==> config.mk <==
export PLATFORM = sky130hd
export DESIGN_NAME = regfile_sb
export DESIGN_NICKNAME = d
export VERILOG_FILES = /design/src/rtl/regfile_pkg.sv /design/src/rtl/rf_scoreboard.sv /design/src/rtl/regfile_sb.sv
export SDC_FILE = /design/constraint.sdc
export NUM_CORES = 2
export LEC_CHECK = 0
export CAP_MARGIN = 30
export CORE_MARGIN = 4
export CORE_UTILIZATION = 45
export DETAILED_ROUTE_END_ITERATION = 16
export GPL_TIMING_DRIVEN = 0
export PLACE_DENSITY = 0.57
export SLEW_MARGIN = 15
export SYNTH_ARGS = -nofsm -noshare
export SYNTH_HDL_FRONTEND = slang
export SYNTH_SLANG_ARGS = --single-unit
==> constraint.sdc <==
create_clock -name clk -period 10.53 [get_ports clk]
set_input_delay 3.159 -clock clk [delete_from_list [all_inputs] [get_ports clk]]
set_output_delay 3.159 -clock clk [all_outputs]
set_load 0.02 [all_outputs]
==> src/rtl/regfile_pkg.sv <==
// Shared constants and port-slice helper for the ID-stage register file.
// Latency: n/a (declarations only).
// Backpressure: n/a.
package regfile_pkg;

  localparam int DATA_W_DEF = 32;
  localparam int DEPTH_DEF  = 32;
  localparam int PEND_W_DEF = 2;
  localparam int ZERO_REG   = 0;

  // LSB offset of port 'port' inside a flat bus of 'width'-bit slices.
  function automatic int port_lsb(input int port, input int width);
    return port * width;
  endfunction

endpackage

==> src/rtl/rf_scoreboard.sv <==
// Per-register pending-writer counters, issue handshake, busy base terms, sticky underflow flag.
// Latency: counters update on posedge; issue_ready and busy terms are combinational.
// Backpressure: issue_ready drops when the destination counter is saturated and not retiring.
module rf_scoreboard
  import regfile_pkg::*;
#(
  parameter int DEPTH  = DEPTH_DEF,
  parameter int ADDR_W = $clog2(DEPTH),
  parameter int NUM_RD = 2,
  parameter int PEND_W = PEND_W_DEF
) (
  input  logic                     clk,
  input  logic                     rst_n,
  input  logic [NUM_RD*ADDR_W-1:0] rd_addr,
  output logic [NUM_RD-1:0]        busy_base,
  output logic [NUM_RD-1:0]        cnt_one,
  input  logic                     wr_en,
  input  logic [ADDR_W-1:0]        wr_addr,
  input  logic                     issue_valid,
  input  logic [ADDR_W-1:0]        issue_addr,
  output logic                     issue_ready,
  input  logic                     flush,
  output logic                     sb_err
);

  localparam logic [ADDR_W-1:0] ZERO_A  = ADDR_W'(ZERO_REG);
  localparam logic [PEND_W-1:0] CNT_MAX = '1;

  logic [PEND_W-1:0] cnt [DEPTH];
  logic              inc_any;
  logic              dec_any;
  logic              dec_same;
  logic [DEPTH-1:0]  inc_vec;
  logic [DEPTH-1:0]  dec_vec;

  assign dec_any     = wr_en && (wr_addr != ZERO_A);
  assign dec_same    = dec_any && (wr_addr == issue_addr);
  // A retiring writer frees its slot in the same cycle, so a saturated counter may still accept.
  assign issue_ready = !((issue_addr != ZERO_A) && (cnt[issue_addr] == CNT_MAX) && !dec_same);
  assign inc_any     = issue_valid && issue_ready && (issue_addr != ZERO_A);

  always_comb begin
    inc_vec = '0;
    dec_vec = '0;
    for (int r = 1; r < DEPTH; r++) begin
      inc_vec[r] = inc_any && (issue_addr == ADDR_W'(r));
      dec_vec[r] = dec_any && (wr_addr == ADDR_W'(r));
    end
  end

  always_ff @(posedge clk or negedge rst_n) begin
    if (!rst_n) begin
      for (int r = 0; r < DEPTH; r++) cnt[r] <= '0;
      sb_err <= 1'b0;
    end else begin
      if (dec_any && (cnt[wr_addr] == '0)) sb_err <= 1'b1;
      // cnt[0] is never touched after reset and stays zero.
      for (int r = 1; r < DEPTH; r++) begin
        if (flush) begin
          cnt[r] <= '0;
        end else if (inc_vec[r] && !dec_vec[r]) begin
          cnt[r] <= cnt[r] + PEND_W'(1);
        end else if (dec_vec[r] && !inc_vec[r] && (cnt[r] != '0)) begin
          cnt[r] <= cnt[r] - PEND_W'(1);
        end
      end
    end
  end

  for (genvar i = 0; i < NUM_RD; i++) begin : g_busy
    logic [ADDR_W-1:0] ra;
    assign ra           = rd_addr[port_lsb(i, ADDR_W) +: ADDR_W];
    assign busy_base[i] = (cnt[ra] != '0);
    assign cnt_one[i]   = (cnt[ra] == PEND_W'(1));
  end

endmodule

==> src/rtl/regfile_sb.sv <==
// Register file (r0 hardwired zero) with pending-write scoreboard; REGFILE_BYPASS_EN adds write-through.
// Latency: reads combinational, writes on posedge.
// Backpressure: issue_ready from the scoreboard; reads and writes never stall.
module regfile_sb
  import regfile_pkg::*;
#(
  parameter int DATA_W = DATA_W_DEF,
  parameter int DEPTH  = DEPTH_DEF,
  parameter int ADDR_W = $clog2(DEPTH),
  parameter int NUM_RD = 2,
  parameter int PEND_W = PEND_W_DEF
) (
  input  logic                     clk,
  input  logic                     rst_n,
  input  logic [NUM_RD*ADDR_W-1:0] rd_addr,
  output logic [NUM_RD*DATA_W-1:0] rd_data,
  output logic [NUM_RD-1:0]        rd_busy,
  input  logic                     wr_en,
  input  logic [ADDR_W-1:0]        wr_addr,
  input  logic [DATA_W-1:0]        wr_data,
  input  logic                     issue_valid,
  input  logic [ADDR_W-1:0]        issue_addr,
  output logic                     issue_ready,
  input  logic                     flush,
  output logic                     sb_err
);

  localparam logic [ADDR_W-1:0] ZERO_A = ADDR_W'(ZERO_REG);

  logic [DATA_W-1:0] regs [DEPTH];
  logic [NUM_RD-1:0] busy_base;
  logic [NUM_RD-1:0] cnt_one;

  always_ff @(posedge clk or negedge rst_n) begin
    if (!rst_n) begin
      for (int r = 0; r < DEPTH; r++) regs[r] <= '0;
    end else if (wr_en && (wr_addr != ZERO_A)) begin
      regs[wr_addr] <= wr_data;
    end
  end

  rf_scoreboard #(
    .DEPTH  (DEPTH),
    .ADDR_W (ADDR_W),
    .NUM_RD (NUM_RD),
    .PEND_W (PEND_W)
  ) u_sb (
    .clk         (clk),
    .rst_n       (rst_n),
    .rd_addr     (rd_addr),
    .busy_base   (busy_base),
    .cnt_one     (cnt_one),
    .wr_en       (wr_en),
    .wr_addr     (wr_addr),
    .issue_valid (issue_valid),
    .issue_addr  (issue_addr),
    .issue_ready (issue_ready),
    .flush       (flush),
    .sb_err      (sb_err)
  );

  for (genvar i = 0; i < NUM_RD; i++) begin : g_rd
    logic [ADDR_W-1:0] ra;
    logic [DATA_W-1:0] arr_val;
    assign ra      = rd_addr[port_lsb(i, ADDR_W) +: ADDR_W];
    assign arr_val = (ra == ZERO_A) ? '0 : regs[ra];
`ifdef REGFILE_BYPASS_EN
    logic wr_hit;
    assign wr_hit = wr_en && (wr_addr == ra) && (ra != ZERO_A);
    assign rd_data[port_lsb(i, DATA_W) +: DATA_W] = wr_hit ? wr_data : arr_val;
    // The last outstanding writer retiring now makes the operand available this cycle.
    assign rd_busy[i] = busy_base[i] && !(cnt_one[i] && wr_hit);
`else
    logic unused_cnt_one;
    assign unused_cnt_one = cnt_one[i];
    assign rd_data[port_lsb(i, DATA_W) +: DATA_W] = arr_val;
    assign rd_busy[i] = busy_base[i];
`endif
  end

endmodule

### Yosys cells after proc, flatten, opt, wreduce, memory -nomap -nowiden

Cells that the tools add are included.

| storage, ports and cells | value |
|---|---|
| output and inout port bits | 68 |
| input port bits | 57 |
| logic and storage cells | 611 |
| register bits | 1087 |

| cells by class | value |
|---|---|
| multiplexer cells | 116 |
| reduce and logical (&&, ||, !) cells | 296 |
| add/subtract/negate cells | 62 |
| magnitude comparators | 5 |
| bitwise gates (word level) | 4 |
| eq/ne operators | 64 |

Operators with widths:

| cell | number |
|---|---|
| 1024-bit bitwise mux | 1 |
| 32-bit binary-select mux with 5-bit select | 2 |
| 32-bit 2-to-1 mux | 7 |
| 2-bit 2-to-1 mux | 101 |
| 1-bit logical AND | 163 |
| 32-bit demux with 5-bit select | 1 |
| 5-bit == test, second input constant | 32 |
| 3-bit nonzero test | 31 |
| 5-bit by 4-bit == test with 1-bit output, second input constant | 16 |
| 2-bit nonzero test | 33 |
| 1-bit logical NOT | 64 |
| 2-bit by 1-bit adder with 2-bit output, second input constant | 31 |
| 2-bit by 1-bit subtractor with 2-bit output, second input constant | 31 |
| 2-bit binary-select mux with 5-bit select | 4 |
| 5-bit by 3-bit == test with 1-bit output, second input constant | 8 |
| 6-bit >= comparator, second input constant | 4 |
| 5-bit inverter with 6-bit output | 4 |
| 5-bit by 2-bit == test with 1-bit output, second input constant | 4 |
| 5-bit by 1-bit == test with 1-bit output, second input constant | 2 |
| 5-bit logical NOT | 2 |
| 5-bit nonzero test | 2 |
| 6-bit by 1-bit < comparator with 1-bit output, second input constant | 1 |
| 5-bit == test | 1 |
| 2-bit == test, second input constant | 1 |
| 2-bit logical NOT | 1 |

### Depth between registers and ports, before layout

| depth | value |
|---|---|
| depth after elaboration | 17 |
| gate-level depth with buffers | 10 |
| gate-level depth less buffers | 7 |

### Hierarchy

Synthesis repeated with hierarchy kept, for this count alone.

| second synthesis, totals | value |
|---|---|
| cells, all modules | 4267 |
| area total of the unflattened synthesis | 60097.6 µm² |

Modules (own cells, without submodules):

| module | instances | area each (µm²) | cells each |
|---|---|---|---|
| regfile_sb | 1 | 54369.6 | 3621 |
| rf_scoreboard | 1 | 5728.0 | 646 |

### Worst setup path before layout

No wires, ideal clock.

| path | value |
|---|---|
| path kind | input to output |
| from | input port rd_addr[0] |
| to | output port rd_data[2] |
| stages on the path | 6 |
| path slack | 2.110 ns |
| required time | 7.371 ns |
| path buffers | 3 |
| arrival | 5.261 ns |
| cell sequence | clkbuf_1 -> clkbuf_1 -> buf_1 -> mux4_2 -> mux4_2 -> mux2_2 |

| on the way | value |
|---|---|
| cells in the longest elaborated chain, start to end | 5 |

RTL lines:

| element | RTL line | source |
|---|---|---|
| start, declared | regfile_sb.sv:15 | `input logic [NUM_RD*ADDR_W-1:0] rd_addr,` |
| 5-bit inverter with 6-bit output (not written as such) | regfile_sb.sv:66 | `assign arr_val = (ra == ZERO_A) ? '0 : regs[ra];` |
| 32-bit binary-select mux with 5-bit select | regfile_sb.sv:66 |  |
| 32-bit 2-to-1 mux (not written as such) (2 in a row) | regfile_sb.sv:66 |  |
| 32-bit 2-to-1 mux * | regfile_sb.sv:66 |  |
| end, declared | regfile_sb.sv:16 | `output logic [NUM_RD*DATA_W-1:0] rd_data,` |

Every way passes the cells marked *; elsewhere a longest branch is shown, timed or not. The select of a mux whose other input is x is not followed.

### Worst setup path in the final report

| path | value |
|---|---|
| from | input port rd_addr[3] |
| to | output port rd_data[3] |

Same word-level chain as after synthesis.

==> flow_summary.yaml <==
status:
  status: "complete, no violations"
worst_setup_path:
  required_ns: 7.37
  crit_family: "buffers and inverters"
  crit_chain: "clkdlybuf4s50_1, buf_1, clkbuf_1, buf_6, clkbuf_1, mux4_2, mux2i_1, nor2_1, clkdlybuf4s50_1"
  cp.depth: 9
  cp-start-kind: "primary input"
  crit_type: "primary input to primary output"
  cpPeakStageDelay_ns: 0.71
  startpoint: "rd_addr[3]"
  crit_path_max_fanout: 10
  reg2reg_slack_ns: 8.05
  r2r.worst_path.cells: 9
  cp.arrival_ns: 7.28
  critPathBufInv: 6
  rr_endpoint: "u_sb.cnt[8]$_DFFE_PN0P_"
  crit_path_end: "rd_data[3]"
  end_kind: "primary output"
  critPathSlowestCell: "clkdlybuf4s50_1"
  rr_startpoint: "u_sb.cnt[28]$_DFFE_PN0P_"
routing:
  drt_first_pass_iters: 6
  vias: 42100
  wl_um: 226000
  drt-vias-per-instance: 6.48
  drc_errors: 0
  drtIter0Drc: 4673
  ant_nets: 0
  wl_per_cell_um: 34.7
timing:
  clock.fmax_ghz: 0.0958
  final_hold_viol_count: 0
  report.final.slew_viol_count: 0
  setup_viol: 0
  worst_slack_ns: 0.0924
  worst_pin_slew_ns: 1.13
  post-route-min-period_ns: 10.44
  max_slew_margin: 0.245
  fin_worst_hold_slack_ns: 0.464
  period_share: 0.991
  fin_skew_ns: 0.0287
  rsz0062_at_grt: "false"
  tns_ns: 0
global_routing:
  overflow: 0
  grt_pass1_wl_um: 318000
  grt_max_degree: 147
  antenna_found_initial: 3
  grt.total_usage: 0.329
  grt_pass1_vias: 42400
floorplan:
  row_count: 132
  die_w_um: 371
  core_region_area_um2: 130000
  die_h_um: 371
  ios: 125
  die-area_um2: 137000
  start_util: 0.455
clock_network:
  postCtsSetupRepairBufs: 0
  cts_max_level: 3
  cts-root-buf: "clkbuf_16"
  clk_latency_ns: 0.78
  clock-sinks: 1087
  cts_buffers: 121
  cts_resized: 0
  cts_max_path_buffers: 3
  clk_pin_slew_ns: 0.06
  cts_hold_buf: 0
  cts_tree: "built"
yosys:
  postSynthAreaPerCell_um2: 13.8
  ys_seq_area_frac: 0.460
  yosys.area_share.simple: 0.0713
  netlist_top_cells_area: "dfrtp_1, mux4_2, mux2_2"
  synth_nets: 4361
  synth_top_area_frac: 0.460
  synth_mux_area_frac: 0.410
  synth_flop_cell: "dfrtp_1"
  synth_async_sr_flop_share: 1.00
  synth_top_family_by_area: "multiplexers"
  synth_area_um2: 59200
  synth_compound_area_frac: 0.0254
  synth_xor_area_frac: 0.00192
  ys_types: 66
  synth-edff-count: 0
  ys_ff_latch: 1087
  yosys.area.top_type: "dfrtp_1"
  ys_warn_count: 2
  synth-adder-area-share: 0
  syn_inst: 4304
cells_and_area:
  layout-drive-gt1-share: 0.405
  fillers: 11200
  layout.cells.non_filler: 6502
  final_core_util: 0.524
  synthToLayoutAreaGrowth_pct: 15.3
  final_nets: 4706
placement:
  dp_cells: 6260
  routabilityCongestion: 0.926
  dp_hpwl_um: 159000
  io_buffers: 112
  place_ws_ns: 0.197
power:
  p_leak_nw: 29.7
  clkPwrFrac: 0.350
  p_seq_frac: 0.430
  p_per_area_nw_per_um2: 186
  p_sw_mw: 3.63
  switching_share: 0.286
  irDropWorstVdd_mv: 0.143
  combPwrFrac: 0.220
  power_report.internal_total_mw: 9.06
min_path:
  min_path_type: "flip-flop to flip-flop"
flow_run:
  cap_violations: 0
-- worst min path at each step --
stage | from | endpoint | slack (ns) | cells past startpoint
after global placement | regs[994]$_DFFE_PN0P_ | regs[994]$_DFFE_PN0P_ | 0.44 | 1
final | regs[994]$_DFFE_PN0P_ | regs[994]$_DFFE_PN0P_ | 0.46 | 1
after CTS | regs[994]$_DFFE_PN0P_ | regs[994]$_DFFE_PN0P_ | 0.46 | 1
after floorplan | regs[1000]$_DFFE_PN0P_ | regs[1000]$_DFFE_PN0P_ | 0.42 | 1
after detailed placement | regs[994]$_DFFE_PN0P_ | regs[994]$_DFFE_PN0P_ | 0.44 | 1
after global routing | regs[1007]$_DFFE_PN0P_ | regs[1007]$_DFFE_PN0P_ | 0.48 | 1
-- cell type report --
type	instances	area [um2]	share of cell area
multi-input combinational	2758	30200	0.442
sequential	1087	27200	0.399
clock buffer	183	3690	0.0541
timing repair buffer	222	2620	0.0384
tap	1742	2180	0.0319
buffer	450	1890	0.0278
clock inverter	46	453	0.00664
inverter	9	33.8	0.000495
antenna	5	12.5	0.000183
-- power by group through the flow --
stage | Combinational (mW) | Clock, mW | Sequential, mW
final | 2.79 | 4.44 | 5.46
after global placement | 2.70 | 0 | 5.50
after floorplan | 1.94 | 0 | 5.32
after global routing | 2.96 | 4.65 | 5.54
after detailed placement | 2.77 | 0 | 5.50
after CTS | 2.79 | 4.49 | 5.43
-- sequential cells by signal (all words and copies together), names as in the netlist --
register	cells
regs	1024
u_sb.cnt	62
u_sb.sb_err	1
-- stage by stage --
stage,total power [mW],area [um2]
2_1_floorplan,7.26,59200
3_3_place_gp,8.19,62500
3_5_place_dp,8.28,64000
4_1_cts,12.7,68100
5_1_grt,13.1,68200
6_report,12.7,68300
-- cells by family after synthesis --
kind of cell	count (synthesis)
buffers and inverters	459
XOR/XNOR	13
AND/OR/NAND/NOR	1016
AO/OA/AOI/OAI	223
multiplexers	1506
flip-flops	1087
-- Yosys cell counts (3+ instances only) --
library cell / n
o2111ai_1: 5
a21oi_1: 69
nand2b_1: 21
o21ba_2: 3
a311oi_2: 3
inv_1: 9
o41ai_1: 4
nand2_1: 703
nand3_1: 26
nor2b_1: 24
xor2_1: 4
mux2i_1: 60
o21bai_1: 12
dfrtp_1: 1087
mux2_2: 789
and3_1: 8
nand4_1: 3
and2_1: 15
buf_4: 4
buf_2: 66
a221oi_1: 4
mux4_2: 657
a211oi_1: 29
nor2_1: 148
and3b_1: 4
or4_1: 4
or2_2: 6
a311oi_1: 8
xnor2_1: 9
o21ai_0: 34
a31oi_1: 16
a22o_1: 7
a21o_1: 7
and4_1: 5
buf_6: 6
o21a_1: 4
nor3_1: 34
buf_1: 58
clkbuf_1: 316
-- per-layer routing --
metal,global-route usage,vias up,routed length (um)
li1,-,16800,-
met2,0.498,2259,102000
met1,0.449,22600,90300
met3,0.0835,559,21600
met4,0.152,2,11500
met5,0,-,23
-- cells in the final DEF, fill, tap and decap left out, types with 69 or more instances in the layout --
master | Yosys | routed
clkdlybuf4s50_1 | 0 | 111
clkbuf_16 | 0 | 123
buf_6 | 6 | 72
a21oi_1 | 69 | 69
clkbuf_1 | 316 | 302
dfrtp_1 | 1087 | 1087
mux2_2 | 789 | 789
nand2_1 | 703 | 703
buf_2 | 66 | 81
nor2_1 | 148 | 139
mux4_2 | 657 | 657
Power figures use the tool's default switching activity.
